### src/rtl/fp_exception_unit_if.sv
// -----------------------------------------------------------------------------
// fp_exception_unit_if
// Handshake and status bundle for fp_exception_unit.
//   master : producer/consumer side (drives operands, OUT_READY, STICKY_CLR)
//   slave  : the exception unit itself
// Signals:
//   IN_VALID/IN_READY     operand pair handshake
//   FP_OPERATION          00 add, 01 sub, 10 mul, 11 div
//   OP_A, OP_B            operands {sign, exp, man}, W = 1+EXP_W+MAN_W bits
//   OUT_VALID/OUT_READY   result handshake
//   OP_IS_EXCEPTION       1 when FP_EXCE is nonzero
//   FP_EXCE               0 none, 1 qNaN, 2 invalid, 3 divide-by-zero
//   STICKY                {dbz, invalid, nan}
//   STICKY_CLR            clears STICKY and all counters
//   CNT_NAN/INV/DBZ       saturating event counters
// -----------------------------------------------------------------------------
interface fp_exception_unit_if #(
   parameter int EXP_W = 4,
   parameter int MAN_W = 3,
   parameter int CNT_W = 8
);
   localparam int W = 1 + EXP_W + MAN_W;

   logic             IN_VALID;
   logic             IN_READY;
   logic [1:0]       FP_OPERATION;
   logic [W-1:0]     OP_A;
   logic [W-1:0]     OP_B;
   logic             OUT_VALID;
   logic             OUT_READY;
   logic             OP_IS_EXCEPTION;
   logic [2:0]       FP_EXCE;
   logic [2:0]       STICKY;
   logic             STICKY_CLR;
   logic [CNT_W-1:0] CNT_NAN;
   logic [CNT_W-1:0] CNT_INV;
   logic [CNT_W-1:0] CNT_DBZ;

   modport master (
      output IN_VALID, FP_OPERATION, OP_A, OP_B, OUT_READY, STICKY_CLR,
      input  IN_READY, OUT_VALID, OP_IS_EXCEPTION, FP_EXCE, STICKY,
             CNT_NAN, CNT_INV, CNT_DBZ
   );

   modport slave (
      input  IN_VALID, FP_OPERATION, OP_A, OP_B, OUT_READY, STICKY_CLR,
      output IN_READY, OUT_VALID, OP_IS_EXCEPTION, FP_EXCE, STICKY,
             CNT_NAN, CNT_INV, CNT_DBZ
   );
endinterface

### src/rtl/fp_exception_unit.sv
// -----------------------------------------------------------------------------
// fp_exception_unit
// Two-stage exception pre-check for the FPU datapath. Stage 1 classifies both
// operands (NaN / inf / zero), stage 2 decides the exception code for
// ADD/SUB/MUL/DIV. Sticky flags and saturating counters record every
// delivered exception.
// Ports:
//   CLK    rising-edge clock
//   RST_N  asynchronous active-low reset
//   bus    fp_exception_unit_if.slave (handshakes, operands, result, status)
// -----------------------------------------------------------------------------
module fp_exception_unit #(
   parameter int EXP_W = 4,
   parameter int MAN_W = 3,
   parameter int CNT_W = 8
) (
   input logic               CLK,
   input logic               RST_N,
   fp_exception_unit_if.slave bus
);
   localparam int W = 1 + EXP_W + MAN_W;

   localparam logic [1:0] OP_ADD = 2'b00;
   localparam logic [1:0] OP_SUB = 2'b01;
   localparam logic [1:0] OP_MUL = 2'b10;
   localparam logic [1:0] OP_DIV = 2'b11;

   localparam logic [2:0] EX_NONE = 3'd0;
   localparam logic [2:0] EX_NAN  = 3'd1;
   localparam logic [2:0] EX_INV  = 3'd2;
   localparam logic [2:0] EX_DBZ  = 3'd3;

   function automatic logic exp_ones(input logic [W-1:0] v);
      return &v[W-2:MAN_W];
   endfunction

   function automatic logic exp_zero(input logic [W-1:0] v);
      return ~|v[W-2:MAN_W];
   endfunction

   function automatic logic man_zero(input logic [W-1:0] v);
      return ~|v[MAN_W-1:0];
   endfunction

   function automatic logic [CNT_W-1:0] sat_inc(input logic [CNT_W-1:0] c);
      return (&c) ? c : c + 1'b1;
   endfunction

   // NaN dominates; inf/zero-only cases follow; divide-by-zero needs a finite
   // nonzero dividend (inf/0 is not an exception here).
   function automatic logic [2:0] decide(
      input logic [1:0] op,
      input logic sa, input logic sb,
      input logic na, input logic nb,
      input logic ia, input logic ib,
      input logic za, input logic zb
   );
      logic [2:0] e;
      e = EX_NONE;
      if (na || nb)                                         e = EX_NAN;
      else if ((op == OP_ADD) && ia && ib && (sa != sb))    e = EX_INV;
      else if ((op == OP_SUB) && ia && ib && (sa == sb))    e = EX_INV;
      else if ((op == OP_MUL) && ((za && ib) || (ia && zb))) e = EX_INV;
      else if ((op == OP_DIV) && ((za && zb) || (ia && ib))) e = EX_INV;
      else if ((op == OP_DIV) && zb && !za && !ia)          e = EX_DBZ;
      return e;
   endfunction

   logic             vld_p1;
   logic [1:0]       op_p1;
   logic             sa_p1, sb_p1;
   logic             nan_a_p1, nan_b_p1;
   logic             inf_a_p1, inf_b_p1;
   logic             zero_a_p1, zero_b_p1;
   logic [2:0]       dec_p1;

   logic             vld_p2;
   logic [2:0]       exce_p2;
   logic             isx_p2;

   logic             s2_ready;
   logic             in_ready;
   logic             xfer;

   logic [2:0]       sticky;
   logic [CNT_W-1:0] cnt_nan, cnt_inv, cnt_dbz;

   always_comb begin
      s2_ready = !vld_p2 || bus.OUT_READY;
      in_ready = !vld_p1 || s2_ready;
      xfer     = vld_p2 && bus.OUT_READY;
   end

   // ---- stage 1: operand classification ----
   always_ff @(posedge CLK or negedge RST_N) begin
      if (!RST_N)        vld_p1 <= 1'b0;
      else if (in_ready) vld_p1 <= bus.IN_VALID;
   end

   always_ff @(posedge CLK) begin
      if (bus.IN_VALID && in_ready) begin
         op_p1     <= bus.FP_OPERATION;
         sa_p1     <= bus.OP_A[W-1];
         sb_p1     <= bus.OP_B[W-1];
         nan_a_p1  <= exp_ones(bus.OP_A) && !man_zero(bus.OP_A);
         nan_b_p1  <= exp_ones(bus.OP_B) && !man_zero(bus.OP_B);
         inf_a_p1  <= exp_ones(bus.OP_A) &&  man_zero(bus.OP_A);
         inf_b_p1  <= exp_ones(bus.OP_B) &&  man_zero(bus.OP_B);
         zero_a_p1 <= exp_zero(bus.OP_A) &&  man_zero(bus.OP_A);
         zero_b_p1 <= exp_zero(bus.OP_B) &&  man_zero(bus.OP_B);
      end
   end

   assign dec_p1 = decide(op_p1, sa_p1, sb_p1, nan_a_p1, nan_b_p1,
                          inf_a_p1, inf_b_p1, zero_a_p1, zero_b_p1);

   // ---- stage 2: exception decision / output register ----
   always_ff @(posedge CLK or negedge RST_N) begin
      if (!RST_N) begin
         vld_p2  <= 1'b0;
         exce_p2 <= EX_NONE;
         isx_p2  <= 1'b0;
      end else if (s2_ready) begin
         vld_p2 <= vld_p1;
         if (vld_p1) begin
            exce_p2 <= dec_p1;
            isx_p2  <= (dec_p1 != EX_NONE);
         end
      end
   end

   // ---- status: sticky flags and counters, updated on output transfer ----
   always_ff @(posedge CLK or negedge RST_N) begin
      if (!RST_N) begin
         sticky  <= 3'b000;
         cnt_nan <= '0;
         cnt_inv <= '0;
         cnt_dbz <= '0;
      end else if (bus.STICKY_CLR) begin
         // clear wins; a coinciding exception is intentionally not recorded
         sticky  <= 3'b000;
         cnt_nan <= '0;
         cnt_inv <= '0;
         cnt_dbz <= '0;
      end else if (xfer) begin
         case (exce_p2)
            EX_NAN: begin sticky[0] <= 1'b1; cnt_nan <= sat_inc(cnt_nan); end
            EX_INV: begin sticky[1] <= 1'b1; cnt_inv <= sat_inc(cnt_inv); end
            EX_DBZ: begin sticky[2] <= 1'b1; cnt_dbz <= sat_inc(cnt_dbz); end
            default: ;
         endcase
      end
   end

   assign bus.IN_READY        = in_ready;
   assign bus.OUT_VALID       = vld_p2;
   assign bus.FP_EXCE         = exce_p2;
   assign bus.OP_IS_EXCEPTION = isx_p2;
   assign bus.STICKY          = sticky;
   assign bus.CNT_NAN         = cnt_nan;
   assign bus.CNT_INV         = cnt_inv;
   assign bus.CNT_DBZ         = cnt_dbz;
endmodule

### src/flat_wrapper.sv
// flat-port wrapper written by rule: the top's interface ports become plain ports
module fp_exception_unit_flat 
#(
   parameter int EXP_W = 4,
   parameter int MAN_W = 3,
   parameter int CNT_W = 8
)
  (CLK, RST_N, bus_IN_VALID, bus_FP_OPERATION, bus_OP_A, bus_OP_B, bus_OUT_READY, bus_STICKY_CLR, bus_IN_READY, bus_OUT_VALID, bus_OP_IS_EXCEPTION, bus_FP_EXCE, bus_STICKY, bus_CNT_NAN, bus_CNT_INV, bus_CNT_DBZ);
  fp_exception_unit_if #(.EXP_W(EXP_W), .MAN_W(MAN_W), .CNT_W(CNT_W)) bus_i ();
  input logic CLK;
  input logic RST_N;
  input wire logic [$bits(bus_i.IN_VALID)-1:0] bus_IN_VALID;
  input wire logic [$bits(bus_i.FP_OPERATION)-1:0] bus_FP_OPERATION;
  input wire logic [$bits(bus_i.OP_A)-1:0] bus_OP_A;
  input wire logic [$bits(bus_i.OP_B)-1:0] bus_OP_B;
  input wire logic [$bits(bus_i.OUT_READY)-1:0] bus_OUT_READY;
  input wire logic [$bits(bus_i.STICKY_CLR)-1:0] bus_STICKY_CLR;
  output wire logic [$bits(bus_i.IN_READY)-1:0] bus_IN_READY;
  output wire logic [$bits(bus_i.OUT_VALID)-1:0] bus_OUT_VALID;
  output wire logic [$bits(bus_i.OP_IS_EXCEPTION)-1:0] bus_OP_IS_EXCEPTION;
  output wire logic [$bits(bus_i.FP_EXCE)-1:0] bus_FP_EXCE;
  output wire logic [$bits(bus_i.STICKY)-1:0] bus_STICKY;
  output wire logic [$bits(bus_i.CNT_NAN)-1:0] bus_CNT_NAN;
  output wire logic [$bits(bus_i.CNT_INV)-1:0] bus_CNT_INV;
  output wire logic [$bits(bus_i.CNT_DBZ)-1:0] bus_CNT_DBZ;
  assign bus_i.IN_VALID = bus_IN_VALID;
  assign bus_i.FP_OPERATION = bus_FP_OPERATION;
  assign bus_i.OP_A = bus_OP_A;
  assign bus_i.OP_B = bus_OP_B;
  assign bus_i.OUT_READY = bus_OUT_READY;
  assign bus_i.STICKY_CLR = bus_STICKY_CLR;
  assign bus_IN_READY = bus_i.IN_READY;
  assign bus_OUT_VALID = bus_i.OUT_VALID;
  assign bus_OP_IS_EXCEPTION = bus_i.OP_IS_EXCEPTION;
  assign bus_FP_EXCE = bus_i.FP_EXCE;
  assign bus_STICKY = bus_i.STICKY;
  assign bus_CNT_NAN = bus_i.CNT_NAN;
  assign bus_CNT_INV = bus_i.CNT_INV;
  assign bus_CNT_DBZ = bus_i.CNT_DBZ;
  fp_exception_unit #(.EXP_W(EXP_W), .MAN_W(MAN_W), .CNT_W(CNT_W)) u_core (.CLK(CLK), .RST_N(RST_N), .bus(bus_i));
endmodule
### config.mk
export PLATFORM = sky130hd
export DESIGN_NAME = fp_exception_unit_flat
export DESIGN_NICKNAME = d
export VERILOG_FILES = /design/src/rtl/fp_exception_unit_if.sv /design/src/rtl/fp_exception_unit.sv /design/src/flat_wrapper.sv
export SDC_FILE = /design/constraint.sdc
export NUM_CORES = 1
export LEC_CHECK = 0
export ABC_AREA = 1
export CAP_MARGIN = 20
export CORE_ASPECT_RATIO = 1.25
export CORE_MARGIN = 1.5
export CORE_UTILIZATION = 35
export DETAILED_ROUTE_END_ITERATION = 8
export PLACE_DENSITY_LB_ADDON = 0.1
export SLEW_MARGIN = 0
export SYNTH_ARGS = -nofsm -noshare
export SYNTH_HDL_FRONTEND = slang
export SYNTH_SLANG_ARGS = --single-unit
export TNS_END_PERCENT = 100
### constraint.sdc
create_clock -name CLK -period 1.8 [get_ports CLK]
set_input_delay 0.27 -clock CLK [delete_from_list [all_inputs] [get_ports CLK]]
set_output_delay 0.27 -clock CLK [all_outputs]
set_load 0.01 [all_outputs]
==> results.md <==
* Status: completed
* Reg power frac at 0.493
* Share of cells above drive strength 1 at 0.0817
* NetSw at roughly 0.00062 W
* WP data arrival at approximately 1.4 ns
* Clock share of power at 0.333
* CTS tree: done
* Yosys reg bits at 42
* DP HPWL at roughly 3.6 mm
* CP Max Fanout at 6
* H-Tree Depth at 2
* Hold Vio Cnt, Final at 0
* Initial DRT Pass Iterations at 4
* Hold WC Path Type: in -> async
* Core ar. at around 6300 µm²
* Global route overflow at 0
* Fin crit share at 0.903
* Setup-failing EPs final at 0
* Post-synth cell types at 27
* Unrepaired setup endpoints after global routing: false
* Insertion delay to the later sink of the worst-skew pair at 0.30 ns
* Fin worst setup slack at 0.174 ns
* Hold_buf cts at 0
* Post-Place Worst Slack at roughly 0.042 ns
* Delay-heaviest family, CP: buffers and inverters
* Pin count of the biggest net entering global routing at 33
* DRC at 0
* Post-DR vias/cell at around 4.6
* Clock slew at reported path FFs at 0.08 ns
* CP peak stage delay at roughly 0.58 ns
* Final Util at 0.487
* Die height at 93.8 µm
* Minimum clock period at 1.63 ns
* Critical path class: reg -> out
* DRT antenna net count at 0
* Max Cap Violations at 0
* Vias in the first global route at 1924
* Synthesized area at between 2000 and 2500 µm²
* Critical Path Start Type: flip-flop
* Die area at approximately 7100 µm²
* Max Slew Vio Count at 0
* Ys Warns at 0
* Post-CTS sizing at 0
* CP required at between 1.5 and 2 ns
* Initial cell density of the core at 0.367
* Drt wl/cell at approximately 11 µm
* Antenna violations before repair at 0
* First-pass GRT wire length at about 8.4 mm
* Sequential area share after synthesis at 0.477
* Final #Nets at between 300 and 400
* Setup tns final at 0 ns
* CTS Buf Count at 5
* Pwr per Cell Area at 747 nW/µm²
* # Post-CTS Setup Buffers at 0
* Sw frac at 0.272
* Die width at between 70 and 80 µm
* Clk sinks at 42
* Ant. Diodes at 0
* Via count at roughly 2000
* DRT iter0 DRCs at 78
* Syn Nets at 320
* Int Pwr at between 0.0015 and 0.002 W
* Crit. End Element: output pin
* Slowest stage cell, crit path: clkdlybuf4s50_1
* Max rail drop VDD at 0.000407 V
* Clk buf depth at 2
* Buf/Inv on CP at 1
* I/O Pins at 56
* Combinational power share at 0.174
* Cell breakdown of the critical path: clkdlybuf4s50_1
* Root Driver: clkbuf_8
* Total Wirelength at 4.79 mm
* Lkg Pwr at roughly 1.4 nW
* GPL Wtd Cong at a little under 0.8
* GRT Total Usage at 0.153
* Fmax at between 600 and 700 MHz
* Fillers at 639
* Port Buffer Count at 54
* P&R area growth vs syn at 32.6%
* Clock skew at between 0.006 and 0.007 ns
* Mapped Cells at approximately 290
* Core Rows at 32
* Syn_area_per_cell at between 7 and 8 µm²
synth_stat cells:
| cell | number | share of area |
|---|---|---|
| nor2_1 | 15 | 0.024 |
| conb_1 | 1 | 0.0016 |
| buf_4 | 1 | 0.0033 |
| xor2_1 | 5 | 0.019 |
| o21ai_0 | 21 | 0.046 |
| nor2_4 | 1 | 0.0049 |
| inv_1 | 42 | 0.068 |
| or3_1 | 2 | 0.0054 |
| edfxtp_1 | 10 | 0.13 |
| a21oi_1 | 5 | 0.011 |
| o21bai_1 | 2 | 0.0065 |
| nand2_2 | 4 | 0.011 |
| nand2_1 | 88 | 0.14 |
| dfrtp_1 | 32 | 0.35 |
| o21a_1 | 1 | 0.0033 |
| buf_2 | 3 | 0.0065 |
| nor3_2 | 2 | 0.0087 |
| nand4_1 | 8 | 0.022 |
| nand3b_1 | 1 | 0.0033 |
| or2_2 | 4 | 0.011 |
| nand3_2 | 1 | 0.0043 |
| o21ai_2 | 3 | 0.011 |
| nor3_1 | 2 | 0.0043 |
| nand3_1 | 32 | 0.069 |
| buf_6 | 3 | 0.015 |
| nor4_1 | 2 | 0.0054 |
| ha_1 | 3 | 0.016 |
stage by stage:
step	cells	cell area (µm²)	hold slack, ns	total power (W)
after floorplan	294	2310	-0.0256	0.00132
after global placement	432	2950	0.468	0.00155
after detailed placement	432	2950	0.471	0.00155
after CTS	440	3060	0.375	0.00233
after global routing	440	3060	0.414	0.00241
final	440	3060	0.366	0.00229
cells by family after synthesis:
group | share of synthesized area
compound gates | 0.0775
buf+inv | 0.0926
simple gates | 0.316
xor+xnor | 0.0190
fa+ha+maj | 0.0163
other cells | 0.00162
flops | 0.477
final cells by class:
class / instances / area, µm² / share of cell area
inverters: 42 / 158 / 0.0515
clock inverters: 3 / 45.0 / 0.0147
well taps: 85 / 106 / 0.0347
repair buffers: 60 / 588 / 0.192
flip-flops and latches: 42 / 1100 / 0.360
multi-input cells: 203 / 995 / 0.325
clock buffers: 5 / 68.8 / 0.0225
flip-flops by register name, indices dropped and copies added, names as in the netlist, 2 cells and up:
signal,flops
u_core.bus.FP_EXCE,2
u_core.bus.CNT_INV,8
u_core.bus.CNT_NAN,8
u_core.op_p1,2
u_core.bus.STICKY,3
u_core.bus.CNT_DBZ,8
power groups by stage:
stage / registers (W) / clock network, W / logic, W
2_1_floorplan: 0.00115 / 0 / 0.000170
3_3_place_gp: 0.00114 / 0 / 0.000403
3_5_place_dp: 0.00115 / 0 / 0.000403
4_1_cts: 0.00113 / 0.000795 / 0.000407
5_1_grt: 0.00114 / 0.000814 / 0.000451
6_report: 0.00113 / 0.000763 / 0.000398
worst register-to-register path, delay by kind of cell, from the launching register on:
family | cells | cell delay [ns]
adder cells (fa/ha/maj) | 1 | 0.26
AND/OR/NAND/NOR | 6 | 0.70
flip-flops | 1 | 0.44
buffers and inverters | 1 | 0.11
layout by cell type (no fill, tap or decap), types with 2 or more instances in the layout:
| cell type | instances |
|---|---|
| nor3_2 | 2 |
| or3_1 | 2 |
| clkdlybuf4s50_1 | 53 |
| nor4_1 | 2 |
| o21bai_1 | 2 |
| clkinvlp_4 | 2 |
| nand2_1 | 88 |
| nor2_1 | 15 |
| a21oi_1 | 5 |
| nand4_1 | 8 |
| o21ai_2 | 3 |
| dfrtp_1 | 32 |
| o21ai_0 | 21 |
| inv_1 | 42 |
| ha_1 | 3 |
| nand3_1 | 32 |
| nand2_2 | 4 |
| clkbuf_8 | 5 |
| xor2_1 | 5 |
| edfxtp_1 | 10 |
| buf_4 | 6 |
| or2_2 | 4 |
| nor3_1 | 2 |
layer usage:
metal / global-route usage / up-vias / share of wire
met5: 0 / - / 0
li1: - / 1063 / -
met2: 0.254 / 44 / 0.48
met4: 0.0625 / 0 / 0.019
met3: 0.0365 / 6 / 0.048
met1: 0.187 / 898 / 0.45
final timing paths:
check	from	endpoint	slack [ns]	depth (start not counted)
max	u_core.bus.CNT_INV[0]	bus_CNT_INV[0]	0.17	1
min reg2reg	u_core.vld_p1	u_core.bus.OUT_VALID	0.49	2
max in group asynchronous	RST_N	u_core.bus.CNT_INV[7]	1.12	2
max reg2reg	u_core.bus.CNT_NAN[0]	u_core.bus.CNT_NAN[3]	0.19	8
min	RST_N	u_core.bus.CNT_INV[2]	0.37	2
min in group CLK	u_core.vld_p1	u_core.bus.OUT_VALID	0.49	2
Power figures use the tool's default switching activity.
